### src/rtl/mmio_req_router.sv
// CPU data-request sequencer: routes each request to main memory or the
// UART MMIO window, generates UART pulses and times out UART status reads.
module mmio_req_router #(
  parameter logic [15:0] UART_BASE = 16'h6000,
  parameter logic [3:0]  TX_OFF    = 4'h4,
  parameter logic [3:0]  STAT_OFF  = 4'h8,
  parameter int unsigned TO_CYCLES = 255
) (
  input  logic        cpu_clk,
  input  logic        cpu_reset,
  input  logic [31:0] Address,
  input  logic        MemWrite,
  input  logic        MemRead,
  input  logic [31:0] Write_data,
  input  logic [3:0]  Write_strb,
  output logic        Mem_Req_Ready,
  output logic [31:0] Read_data,
  output logic        Read_data_Valid,
  input  logic        Read_data_Ready,
  output logic [31:0] m_Address,
  output logic [31:0] m_Write_data,
  output logic [3:0]  m_Write_strb,
  output logic        m_MemWrite,
  output logic        m_MemRead,
  input  logic        m_Mem_Req_Ready,
  input  logic [31:0] m_Read_data,
  input  logic        m_Read_data_Valid,
  output logic        m_Read_data_Ready,
  output logic        uart_write_fifo,
  output logic [7:0]  uart_write_data,
  output logic        uart_read_state,
  input  logic        uart_read_ok,
  input  logic [31:0] uart_read_data,
  output logic        uart_timeout
);

  typedef enum logic [2:0] {
    IDLE,
    MEM_RD,
    UART_WR,
    UART_RQ,
    UART_WT,
    RESP
  } state_t;

  localparam logic [7:0] TO_LAST = 8'(TO_CYCLES);

  state_t      state, state_d;
  logic [7:0]  cnt, cnt_d;
  logic [31:0] rdata, rdata_d;
  logic        to_d;
  logic [7:0]  tx_byte, tx_byte_d;
  logic        tx_hit, tx_hit_d;

  logic       is_uart;
  logic       req;
  logic [3:0] off;

  assign is_uart = (Address[31:16] == UART_BASE);
  assign req     = MemRead | MemWrite;
  assign off     = Address[3:0];

  assign m_Address    = Address;
  assign m_Write_data = Write_data;
  assign m_Write_strb = Write_strb;

  always_ff @(posedge cpu_clk) begin
    if (cpu_reset) begin
      state        <= IDLE;
      cnt          <= '0;
      rdata        <= '0;
      uart_timeout <= 1'b0;
      tx_byte      <= '0;
      tx_hit       <= 1'b0;
    end else begin
      state        <= state_d;
      cnt          <= cnt_d;
      rdata        <= rdata_d;
      uart_timeout <= to_d;
      tx_byte      <= tx_byte_d;
      tx_hit       <= tx_hit_d;
    end
  end

  always_comb begin
    state_d           = state;
    cnt_d             = cnt;
    rdata_d           = rdata;
    to_d              = uart_timeout;
    tx_byte_d         = tx_byte;
    tx_hit_d          = tx_hit;
    Mem_Req_Ready     = 1'b0;
    Read_data         = '0;
    Read_data_Valid   = 1'b0;
    m_MemRead         = 1'b0;
    m_MemWrite        = 1'b0;
    m_Read_data_Ready = 1'b0;
    uart_write_fifo   = 1'b0;
    uart_write_data   = '0;
    uart_read_state   = 1'b0;
    unique case (state)
      IDLE: begin
        if (MemRead & is_uart) begin
          Mem_Req_Ready = 1'b1;
          if (off == STAT_OFF) begin
            state_d = UART_RQ;
          end else begin
            rdata_d = '0;
            state_d = RESP;
          end
        end else if (MemWrite & is_uart) begin
          Mem_Req_Ready = 1'b1;
          tx_byte_d     = Write_data[7:0];
          tx_hit_d      = (off == TX_OFF);
          state_d       = UART_WR;
        end else if (req) begin
          m_MemRead     = MemRead;
          m_MemWrite    = MemWrite & ~MemRead;
          Mem_Req_Ready = m_Mem_Req_Ready;
          if (MemRead & m_Mem_Req_Ready)
            state_d = MEM_RD;
        end
      end
      MEM_RD: begin
        Read_data         = m_Read_data;
        Read_data_Valid   = m_Read_data_Valid;
        m_Read_data_Ready = Read_data_Ready;
        if (m_Read_data_Valid & Read_data_Ready)
          state_d = IDLE;
      end
      UART_WR: begin
        uart_write_fifo = tx_hit;
        uart_write_data = tx_byte;
        state_d         = IDLE;
      end
      UART_RQ: begin
        uart_read_state = 1'b1;
        cnt_d           = '0;
        state_d         = UART_WT;
      end
      UART_WT: begin
        // data arriving on the terminal count still wins over timeout
        if (uart_read_ok) begin
          rdata_d = uart_read_data;
          state_d = RESP;
        end else begin
          cnt_d = cnt + 8'd1;
          if (cnt_d == TO_LAST) begin
            rdata_d = '1;
            to_d    = 1'b1;
            state_d = RESP;
          end
        end
      end
      RESP: begin
        Read_data       = rdata;
        Read_data_Valid = 1'b1;
        if (Read_data_Ready)
          state_d = IDLE;
      end
      default: state_d = IDLE;
    endcase
    if (cpu_reset) begin
      Mem_Req_Ready     = 1'b0;
      Read_data         = '0;
      Read_data_Valid   = 1'b0;
      m_MemRead         = 1'b0;
      m_MemWrite        = 1'b0;
      m_Read_data_Ready = 1'b0;
      uart_write_fifo   = 1'b0;
      uart_write_data   = '0;
      uart_read_state   = 1'b0;
    end
  end

endmodule

### config.mk
export PLATFORM = sky130hd
export DESIGN_NAME = mmio_req_router
export DESIGN_NICKNAME = d
export VERILOG_FILES = /design/src/rtl/mmio_req_router.sv
export SDC_FILE = /design/constraint.sdc
export NUM_CORES = 1
export LEC_CHECK = 0
export CORE_ASPECT_RATIO = 0.7
export CORE_MARGIN = 2
export CORE_UTILIZATION = 39
export DETAILED_ROUTE_END_ITERATION = 10
export PLACE_DENSITY = 0.87
export SYNTH_ARGS = -nofsm -noshare
export SYNTH_HDL_FRONTEND = slang
export SYNTH_SLANG_ARGS = --single-unit
### constraint.sdc
create_clock -name cpu_clk -period 4.8 [get_ports cpu_clk]
set_clock_uncertainty 0.15 [all_clocks]
set_input_delay 1.44 -clock cpu_clk [delete_from_list [all_inputs] [get_ports cpu_clk]]
set_output_delay 1.44 -clock cpu_clk [all_outputs]
set_load 0.1 [all_outputs]
# Yosys cells after proc, flatten, opt, wreduce, memory -nomap -nowiden
# Index checks and enable logic that the tools add are counted.
word_totals:
  elab_cells: 85
  inputBits: 140
  reg_bits: 53
classes:
  bitwise_logic: 9
  reduce_logical: 8
  mux: 44
  eq_ne: 17
  n_addsub: 1
ops:
  columns: ["op", "n"]
  rows:
  - ["two-way mux 32 bit", 5]
  - ["case mux 32 bit (2 select lines)", 2]
  - ["two-way mux 3 bit", 9]
  - ["two-way mux 8 bit", 3]
  - ["two-way mux 1 bit", 22]
  - ["equality test 16 x 15 -> 1 bit, second input constant", 1]
  - ["case mux 8 bit (2 select lines)", 1]
  - ["case mux 3 bit (5 select lines)", 1]
  - ["!= test 2 bit, second input constant", 5]
  - ["adder 8 x 1 -> 8 bit, second input constant", 1]
  - ["equality test 8 bit, second input constant", 1]
  - ["!= test 4 bit, second input constant", 2]
  - ["equality test 3 x 2 -> 1 bit, second input constant", 2]
  - ["equality test 3 bit, second input constant", 2]
  - ["AND reduction 3 bit", 2]
  - ["bitwise AND 1 bit", 5]
  - ["AND reduction 5 bit", 1]
  - ["equality test 4 x 3 -> 1 bit, second input constant", 1]
  - ["equality test 4 bit, second input constant", 1]
  - ["AND reduction 4 bit", 1]
  - ["nonzero test 2 bit", 2]
  - ["equality test 3 x 1 -> 1 bit, second input constant", 1]
  - ["zero test 3 bit", 1]
  - ["!= test 3 bit, second input constant", 1]
  - ["other kinds (4)", 6]

# Longest topological paths before layout
# Gate-level depths: netlist of run 1.
logic_depth:
  ltp_word: 7
  ltp_mapped: 8
  depth_no_buf: 6

# Least setup slack after synthesis of run 1
# OpenSTA, ideal clock, no wires.
synth_path:
  kind: "in2out"
  start: "input Address[29]"
  end: "output m_MemWrite"
  path_slack_ns: -1.470
  required_time_ns: 3.210
  arrival_ns: 4.680
  cell_stages: 3
  cell_sequence: "nor4b_2 and4_1 nor4_1"
synth_via:
  elab_chain_cells: 6
  word_cells_on_any_way: 7
  cone_classes: "eq/ne: 1; mux: 4; bitwise: 2"
synth_rtl:
  columns: ["element", "line", "source"]
  rows:
  - ["from (decl)", "11", "input logic [31:0] Address,"]
  - ["equality test 16 x 15 -> 1 bit *", "59", "assign is_uart = (Address[31:16] == UART_BASE);"]
  - ["bitwise AND 1 bit", "111", "end else if (MemWrite & is_uart) begin"]
  - ["two-way mux 1 bit", "111", null]
  - ["two-way mux 1 bit *", "103", "if (MemRead & is_uart) begin"]
  - ["two-way mux 1 bit *", "101", "unique case (state)"]
  - ["two-way mux 1 bit *", "163", "if (cpu_reset) begin"]
  - ["to (decl)", "23", "output logic m_MemWrite,"]
# Mark *: on every way between the ends. The rest lies on a longest branch, timed or not.

# Worst setup path after layout of run 1
layout_path:
  start: "input cpu_reset"
  end: "output Read_data[6]"
layout_via:
  elab_chain_cells: 1
layout_rtl:
  columns: ["element", "line", "source"]
  rows:
  - ["from (decl)", "10", "input logic cpu_reset,"]
  - ["two-way mux 32 bit", "163", null]
  - ["to (decl)", "17", "output logic [31:0] Read_data,"]
# No other way between the ends.

==> results.toml, run 1 <==
[route]
viasPerCell = 5.29
route.met3.wl_um = 842
vias = 3681
antenna_left = 0
wire_per_inst_um = 15.9
wl_met2_mm = 5.61
firstDrtPassIters = 5
drc = 0
drt_wl_total_mm = 11.1
first_iter_violations = 220
met1Wirelength_mm = 4.52
highest_layer = "met4"

[sta]
setup_viol = 0
drv_slew = 0
min_period_ns = 4.50
hold_viol = 0
min_period_over_period_pct = 93.7
max_freq_mhz = 222
rsz0062_at_grt = "no"
slew_headroom_pct = 31.9
worstMarginPinSlew_ns = 1.02

[layout]
area_growth_pct = 49.5
multi_input_area_um2 = 2090
fill_cells = 850
seqCellArea_um2 = 1060
drive_above_1_share_pct = 23.8
fin_area_um2 = 5720
nets = 709
diodes = 0

[clock_network]
cts_setup_buffers = 0
clk_pin_slew_ns = 0.07
cts_buffers = 5
clock-root-buffer = "clkbuf_16"
ctsResizeCount = 0
cts_max_level = 2
clock_path_buffers = 2
hold_buffers = 0
tritoncts = "done"
clk-insertion-delay-late_ns = 0.29
clock_sinks = 53

[synth]
ys_types = 50
synthTopCellsByArea = "dfxtp_1 (28%), buf_4 (14%), nor2_1 (12%), mux2i_1 (11%), a211oi_2 (9.8%)"
ys.flop_type = "dfxtp_1"
synth_common_cells = "nor2_1 (121), buf_4 (69), dfxtp_1 (53)"
synth-seq-cells = 53
synth_nets = 620
yosys_warnings = 0
yosysMostFrequentCell = "nor2_1"
synth_top_area_share_pct = 27.7
yosys.area.top_type = "dfxtp_1"
syn_area_um2 = 3820
synthArstFlopShare_pct = 0
yosysSeqAreaShare_pct = 27.7
synth_edf_count = 0
syn_area_per_cell_um2 = 8.00
synthCells = 478

[pwr]
leakagePower_nw = 1.96
peakVddDrop_v = 0.000139
power_mw = 1.31
powerDensity_nw_per_um2 = 230

[global_route]
antenna_found_initial = 0
grt_pass1_vias = 3670
grt_first_pass_wirelength_mm = 18.1
grt_max_degree = 41
grt_use_total_pct = 21.2
grt_overflow = 0

[critical_path]
worst-r2r-setup-slack_ns = 1.50
worstReg2RegStart = "state[2]"
required_ns = 3.21
rr_endpoint = "rdata[5]"
startpoint_type = "primary input"
arrival_ns = 2.91
cp_cell_sequence = "clkdlybuf4s50_1 -> inv_1 -> nand3b_1 -> buf_4 -> nor2_1 -> buf_12"
crit_slowest_cell = "clkdlybuf4s50_1"
critPathLaunch = "cpu_reset"
end_kind = "primary output"
criticalPathCategory = "in -> out"
cp_slowest_stage_delay_ns = 0.44
crit_fanout = 32
path_buf_inv = 4
crit_cells = 6
r2r_cells = 6
worst_path_dominant_cell_family = "buffers and inverters"
worstSetupEndpoint = "Read_data[6]"

[floorplan]
start_util_pct = 39.8
io_pins = 256
core_um2 = 9610
die_y_um = 86.9
die-width_um = 122
dieArea_um2 = 10600
rows = 30

[worst_hold_path]
hp-class = "reg -> reg"

[placement]
io_buffer_count = 175
place.gp.congestion = 0.927
place_hpwl_mm = 8.67
post_dp_cell_area_um2 = 5540

[job]
cap_violations = 0

[run_status]
status = "finished, final reports clean"
registers in the layout, indices dropped and copies added (netlist names):
register      count
tx_hit            1
cnt               8
rdata            32
uart_timeout      1
state             3
tx_byte           8
worst min-delay path by stage:
| stage | depth (start not counted) | endpoint | start |
|---|---|---|---|
| floorplan | 2 | tx_byte[0] | tx_byte[0] |
| global placement | 2 | uart_timeout | uart_timeout |
| detailed placement | 2 | tx_hit | tx_hit |
| CTS | 2 | tx_hit | tx_hit |
| global route | 2 | uart_timeout | uart_timeout |
| finish | 2 | tx_hit | tx_hit |
worst reg2reg max path, delay by kind of cell, from the launching register on:
kind,cells,cell delay (ns)
AND/OR/NAND/NOR,2,1.20
buffers and inverters,2,0.88
AO/OA/AOI/OAI,2,0.59
flip-flops,1,0.32
where the power goes:
part           switching, mW  internal (mW)
clock                  0.156          0.261
sequential           0.00352          0.441
combinational          0.288          0.164
final cells by class:
| type | count | area share [%] |
|---|---|---|
| flip-flops and latches | 53 | 18.6 |
| multi-input cells | 320 | 36.6 |
| well taps | 128 | 2.80 |
| clock inverters | 1 | 0.525 |
| repair buffers | 183 | 38.7 |
| inverters | 4 | 0.263 |
| clock buffers | 7 | 2.50 |
cells by family after synthesis:
| kind of cell | synth area share [%] |
|---|---|
| flops | 27.7 |
| compound gates | 20.7 |
| simple gates | 22.2 |
| buf+inv | 17.9 |
| mux | 10.7 |
| fa+ha+maj | 0.654 |
stage by stage:
step	worst slack [ns]	TNS (ns)	std cells	hold slack (ns)	util (%)
after floorplan	-0.309	-0.309	478	0.302	-
after global placement	0.320	0	688	0.315	57.7
after detailed placement	0.293	0	688	0.327	57.7
after CTS	0.297	0	696	0.343	59.5
after global routing	0.144	0	696	0.375	59.5
final	0.300	0	696	0.340	59.5
cells in the final DEF (no fill, tap or decap), types with 2 or more instances in the layout:
master	count
mux2i_1	41
nor2_1	121
nor3_1	3
inv_1	4
clkdlybuf4s50_1	100
nand2b_1	3
a31oi_1	3
and2_1	10
o21ai_0	38
a21oi_2	2
a211oi_1	5
dfxtp_1	52
nor4_2	3
buf_12	47
nand3b_1	5
nor4b_1	2
buf_4	36
a211oi_2	30
ha_1	2
nand4_1	5
a21oi_1	11
a21boi_0	2
nor4b_2	2
or3_1	3
clkbuf_16	5
nand2_1	6
per-layer routing:
metal  vias to the layer above  GRT usage, %
met1                      1731          26.5
met5                         -             0
met3                        11          6.22
met4                         0          4.70
li1                       1764             -
met2                       175          36.3
(Power assumes the default switching activity.)
==> run 2, diff against run 1 <==
Settings changed: PLACE_DENSITY 0.87 to unset, PLACE_DENSITY_LB_ADDON set to 0.12.
Clock period 4.8 ns to 5.4 ns, I/O delays scaled along.
==> results.toml, run 2 (synthesized netlist as in run 1, its figures left out) <==
[run_status]
status = "finished, final reports clean"

[clock_network]
clock_sinks = 53
cts_buffers = 5
clk-insertion-delay-late_ns = 0.29
clock_path_buffers = 2
clock-root-buffer = "clkbuf_16"
tritoncts = "done"
hold_buffers = 0
cts_setup_buffers = 0
ctsResizeCount = 0
clk_pin_slew_ns = 0.07
cts_max_level = 2

[route]
vias = 3606
drc = 0
firstDrtPassIters = 4
antenna_left = 0
viasPerCell = 5.19
wire_per_inst_um = 15.8
drt_wl_total_mm = 11.0
first_iter_violations = 163

[sta]
min_period_ns = 5.01
rsz0062_at_grt = "no"
slew_headroom_pct = 29.1
worstMarginPinSlew_ns = 1.06
fin_ws_ns = 0.392
setup_viol = 0
max_freq_mhz = 200
drv_slew = 0
hold_viol = 0
min_period_over_period_pct = 92.7

[pwr]
pwr-share-clk_pct = 32.3
p_seq_share_pct = 33.7
p_comb_share_pct = 34.1
peakVddDrop_v = 0.000125
p_switching_mw = 0.404
switching_share_pct = 34.4
powerDensity_nw_per_um2 = 205
leakagePower_nw = 1.95
power_mw = 1.17
p_int_mw = 0.769

[floorplan]
dieArea_um2 = 10600
die_y_um = 86.9
start_util_pct = 39.8
io_pins = 256
core_um2 = 9610
rows = 30
die-width_um = 122

[placement]
place.gp.congestion = 0.777
pre_cts_slack_ns = 0.380
io_buffer_count = 175
post_dp_cell_area_um2 = 5540
place_hpwl_mm = 8.26

[job]
cap_violations = 0

[critical_path]
arrival_ns = 3.24
startpoint_type = "primary input"
cp_cell_sequence = "clkdlybuf4s50_1 -> nor4b_2 -> nand4_1 -> a21oi_2 -> buf_12"
crit_slowest_cell = "clkdlybuf4s50_1"
crit_fanout = 7
criticalPathCategory = "in -> out"
end_kind = "primary output"
required_ns = 3.63
cp_slowest_stage_delay_ns = 0.44

[layout]
area_growth_pct = 49.4
final_cell_mix = "nor2_1 (121), clkdlybuf4s50_1 (100), dfxtp_1 (52)"
fin_area_um2 = 5710
final_common_cell = "nor2_1"
diodes = 0
reg.largest.list = "rdata: 32 flops, cnt: 8 flops, tx_byte: 8 flops"
drive_above_1_share_pct = 23.8
largest_reg_flops = 32
largest_register = "rdata"
nets = 708

[global_route]
grt_first_pass_wirelength_mm = 17.3
grt_pass1_vias = 3553
grt_max_degree = 41
grt_overflow = 0
antenna_found_initial = 0
grt_use_total_pct = 20.1

[worst_hold_path]
hp-class = "reg -> reg"
## run 2: power by group through the flow
| stage | combinational (mW) | clock [mW] | sequential [mW] |
|---|---|---|---|
| CTS | 0.402 | 0.383 | 0.395 |
| global route | 0.417 | 0.401 | 0.395 |
| detailed placement | 0.401 | 0 | 0.404 |
| finish | 0.400 | 0.378 | 0.395 |
| global placement | 0.399 | 0 | 0.404 |
| floorplan | 0.392 | 0 | 0.401 |
## run 2: layout make-up
type / instances / area (um2)
timing repair buffer: 182 / 2200
inverter: 4 / 15.0
tap: 128 / 160
sequential: 53 / 1060
fill: 881 / 3900
clock buffer: 6 / 139
multi-input combinational: 320 / 2090
clock inverter: 2 / 37.5
## run 2: final timing paths
kind,startpoint,end,slack [ns],cells after the start
worst max-delay path,Address[25],Mem_Req_Ready,0.39,5
worst min-delay path,tx_byte[3],tx_byte[3],0.34,2
worst max register to register,state[2],rdata[23],2.37,6
worst min register to register,tx_byte[3],tx_byte[3],0.34,2
## run 2: metal layers
metal	wire length, um	track usage (%)
met2	5410	35.3
met5	0	0
met3	781	5.37
met4	125	3.87
met1	4650	25.1
## run 2: stage by stage
stage	utilization (%)	TNS [ns]	instances	hold slack, ns
floorplan	-	-0.0690	478	0.302
global placement	57.6	0	687	0.321
detailed placement	57.6	0	687	0.326
CTS	59.5	0	695	0.343
global route	59.5	0	695	0.381
finish	59.5	0	695	0.342
## run 2: critical path: cells and delay by family
kind	cells	cell delay, ns
buf+inv	2	0.64
simple gates	2	0.67
compound gates	1	0.30
==> RTL change: new RTL, flow settings as in run 1 <==
Register the output `uart_timeout` once more; this adds one clock of latency there. The other outputs are not delayed to match.
--- a/src/rtl/mmio_req_router.sv
+++ b/src/rtl/mmio_req_router.sv
@@ -45,6 +45,8 @@
 
   localparam logic [7:0] TO_LAST = 8'(TO_CYCLES);
 
+  logic uart_timeout_s0;
+
   state_t      state, state_d;
   logic [7:0]  cnt, cnt_d;
   logic [31:0] rdata, rdata_d;
@@ -69,14 +71,14 @@
       state        <= IDLE;
       cnt          <= '0;
       rdata        <= '0;
-      uart_timeout <= 1'b0;
+      uart_timeout_s0 <= 1'b0;
       tx_byte      <= '0;
       tx_hit       <= 1'b0;
     end else begin
       state        <= state_d;
       cnt          <= cnt_d;
       rdata        <= rdata_d;
-      uart_timeout <= to_d;
+      uart_timeout_s0 <= to_d;
       tx_byte      <= tx_byte_d;
       tx_hit       <= tx_hit_d;
     end
@@ -86,7 +88,7 @@
     state_d           = state;
     cnt_d             = cnt;
     rdata_d           = rdata;
-    to_d              = uart_timeout;
+    to_d              = uart_timeout_s0;
     tx_byte_d         = tx_byte;
     tx_hit_d          = tx_hit;
     Mem_Req_Ready     = 1'b0;
@@ -173,5 +175,9 @@
     end
   end
 
+  always_ff @(posedge cpu_clk) begin
+    uart_timeout <= uart_timeout_s0;
+  end
+
 endmodule
 
Formal check against the unedited RTL: same outputs for any inputs over 10 cycles, from zero or initial values and one cycle with cpu_reset high; that may be too few to reach the edited logic, so the function may still have changed.
==> RTL change against run 1 <==
  * Count of clock-buffer cells in the layout stayed put
  * Area after synthesis is 0.52% higher
  * Setup slack worse by 0.033 ns
  * Final area is 0.15% higher
  * Wire length is 0.99% lower
  * Global-route usage is 1.1 points lower
  * Total power is 2.0% lower
  * Worst hold slack worse by 0.13 ns
  * Register-to-register slack better by 0.24 ns
  * Sequential cell count is 1 higher
  * Critical path depth stayed put
  * Final cell count is 0.14% higher
  * Critical path type unchanged
  * Largest cell class unchanged
==> RTL change: results (changes against run 1) <==
Clocking
  – TritonCTS Buffers: 5 (unchanged)
  – Root buffer cell: clkbuf_16
  – Post-cts sizing count: 0 (unchanged)
  – Clock buffer depth: 2 (unchanged)
  – Clk Latency, worst-skew pair: 0.29 ns (about the same)
  – Post-CTS Setup Inserts: 0 (unchanged)
  – H-Tree Level Count: 2 (unchanged)

Final layout
  – Clock buf count: 7 (unchanged)
  – Number of multi-input logic gates: 320 (unchanged)
  – Clock network area share: 2.819% (-0.20 points)
  – Area of the multi-input gates: 0.002095 sq mm (unchanged)
  – Final Non-Filler Cells: 697 (+0.14%)
  – Seq/total area: 18.90% (+0.32 points)
  – NumNets Final: 710 (+0.14%)
  – Area growth syn-to-layout: 48.91%
  – Layout cell share with drive strength beyond 1: 23.90% (+0.13 points)
  – Fillers: 781 (-8.1%)
  – Inverter count: 4 (unchanged)
  – Top Registers: rdata x32, cnt x8, tx_byte x8
  – Buffer share of cell area: 38.64% (-0.059 points)
  – Number of non-clock buffers in the layout: 183 (unchanged)
  – Antenna cells: 0 (unchanged)

Synth
  – Net Count, Synth: 621 (+0.16%)
  – Distinct cells, synth: 50 (unchanged)
  – Mean Syn Cell Area: 8.027 sq um (+0.31%)
  – Compound-gate portion of the synthesized area: 20.63% (-0.11 points)
  – #FFs+latches synth: 54 (+1.9%)
  – Sequential element share of the synthesized area: 28.12% (+0.38 points)
  – Post-Synth Adder-Cell Area: 0.6508% (-0.0034 points)
  – Post-synth top cells: nor2_1, buf_4, dfxtp_1
  – Gate count of the mapped netlist: 479 (+0.21%)
  – Mux cell area share after synthesis: 10.67% (-0.056 points)
  – Main synth FF type: dfxtp_1
  – Synth top area cells: dfxtp_1, buf_4, nor2_1

Run status
  – Status: finished, final reports clean

Min path
  – Worst min-delay path class: register to register
  – Cell count of the worst hold path: 0 (-2)

Placed design
  – Routability cong.: 0.7949 (-14%)
  – Port bufs: 175 (unchanged)
  – Cells after DPL: 689 (+0.15%)
  – Area post-placement: 0.005564 sq mm (+0.36%)
  – Pre-CTS setup slack: 0.2734 ns (-0.01919 ns)
  – HPWL after DPL: 8451 um (-2.5%)

Setup path
  – CP top delay family: buffers and inverters
  – Crit path largest cell delay: 0.42 ns (-0.02 ns)
  – Worst-path fanout max: 23 (-28%)
  – Reg2reg path depth: 5 (-1)
  – CP arrival: 2.94 ns (+0.03 ns)

GRT
  – Vias in the first global route: 3538 (-3.6%)
  – Largest net degree at the start of global routing: 41 (unchanged)
  – First-pass GRT wire length: 17170 um (-5.1%)
  – Initial antenna violation count: 0 (unchanged)
  – GRT Total Usage: 20.07% (-1.1 points)

Route
  – Detailed Route Iter0 Violations: 132 (-40%)
  – WL per Instance: 15.72 um (-1.1%)
  – Drt pass-1 iters: 4 (-1)
  – Vias: 3634 (-1.3%)

Power and ir drop
  – Leak Pwr: 1.962 nW (+0.21%)
  – Max VDD drop: 0.0001340 V (-3.6%)

STA
  – Slew headroom: 32.31% (+0.36 points)
-- RTL change: power breakdown --
group	total, W	internal, W	switching (W)
Sequential	0.000452	0.000449	0.00000351
Combinational	0.000452	0.000164	0.000288
Clock	0.000382	0.000223	0.000159
-- RTL change: final timing paths --
kind                                      from                endpoint  slack [ns]
setup / recovery                     cpu_reset      uart_write_data[1]        0.27
hold / removal    uart_timeout_s0$_SDFFE_PP0P_    uart_timeout$_DFF_P_        0.21
setup reg to reg         state[2]$_SDFFE_PP0P_  rdata[10]$_SDFFE_PP0P_        1.74
hold reg to reg   uart_timeout_s0$_SDFFE_PP0P_    uart_timeout$_DFF_P_        0.21
-- RTL change: per-layer routing --
| metal | routed length [um] | global-route usage (%) | up-vias |
|---|---|---|---|
| met5 | 0 | 0 | - |
| met4 | 61 | 3.448 | 0 |
| met3 | 823 | 5.236 | 10 |
| met2 | 5575 | 34.96 | 162 |
| met1 | 4499 | 25.29 | 1699 |
| li1 | - | - | 1763 |
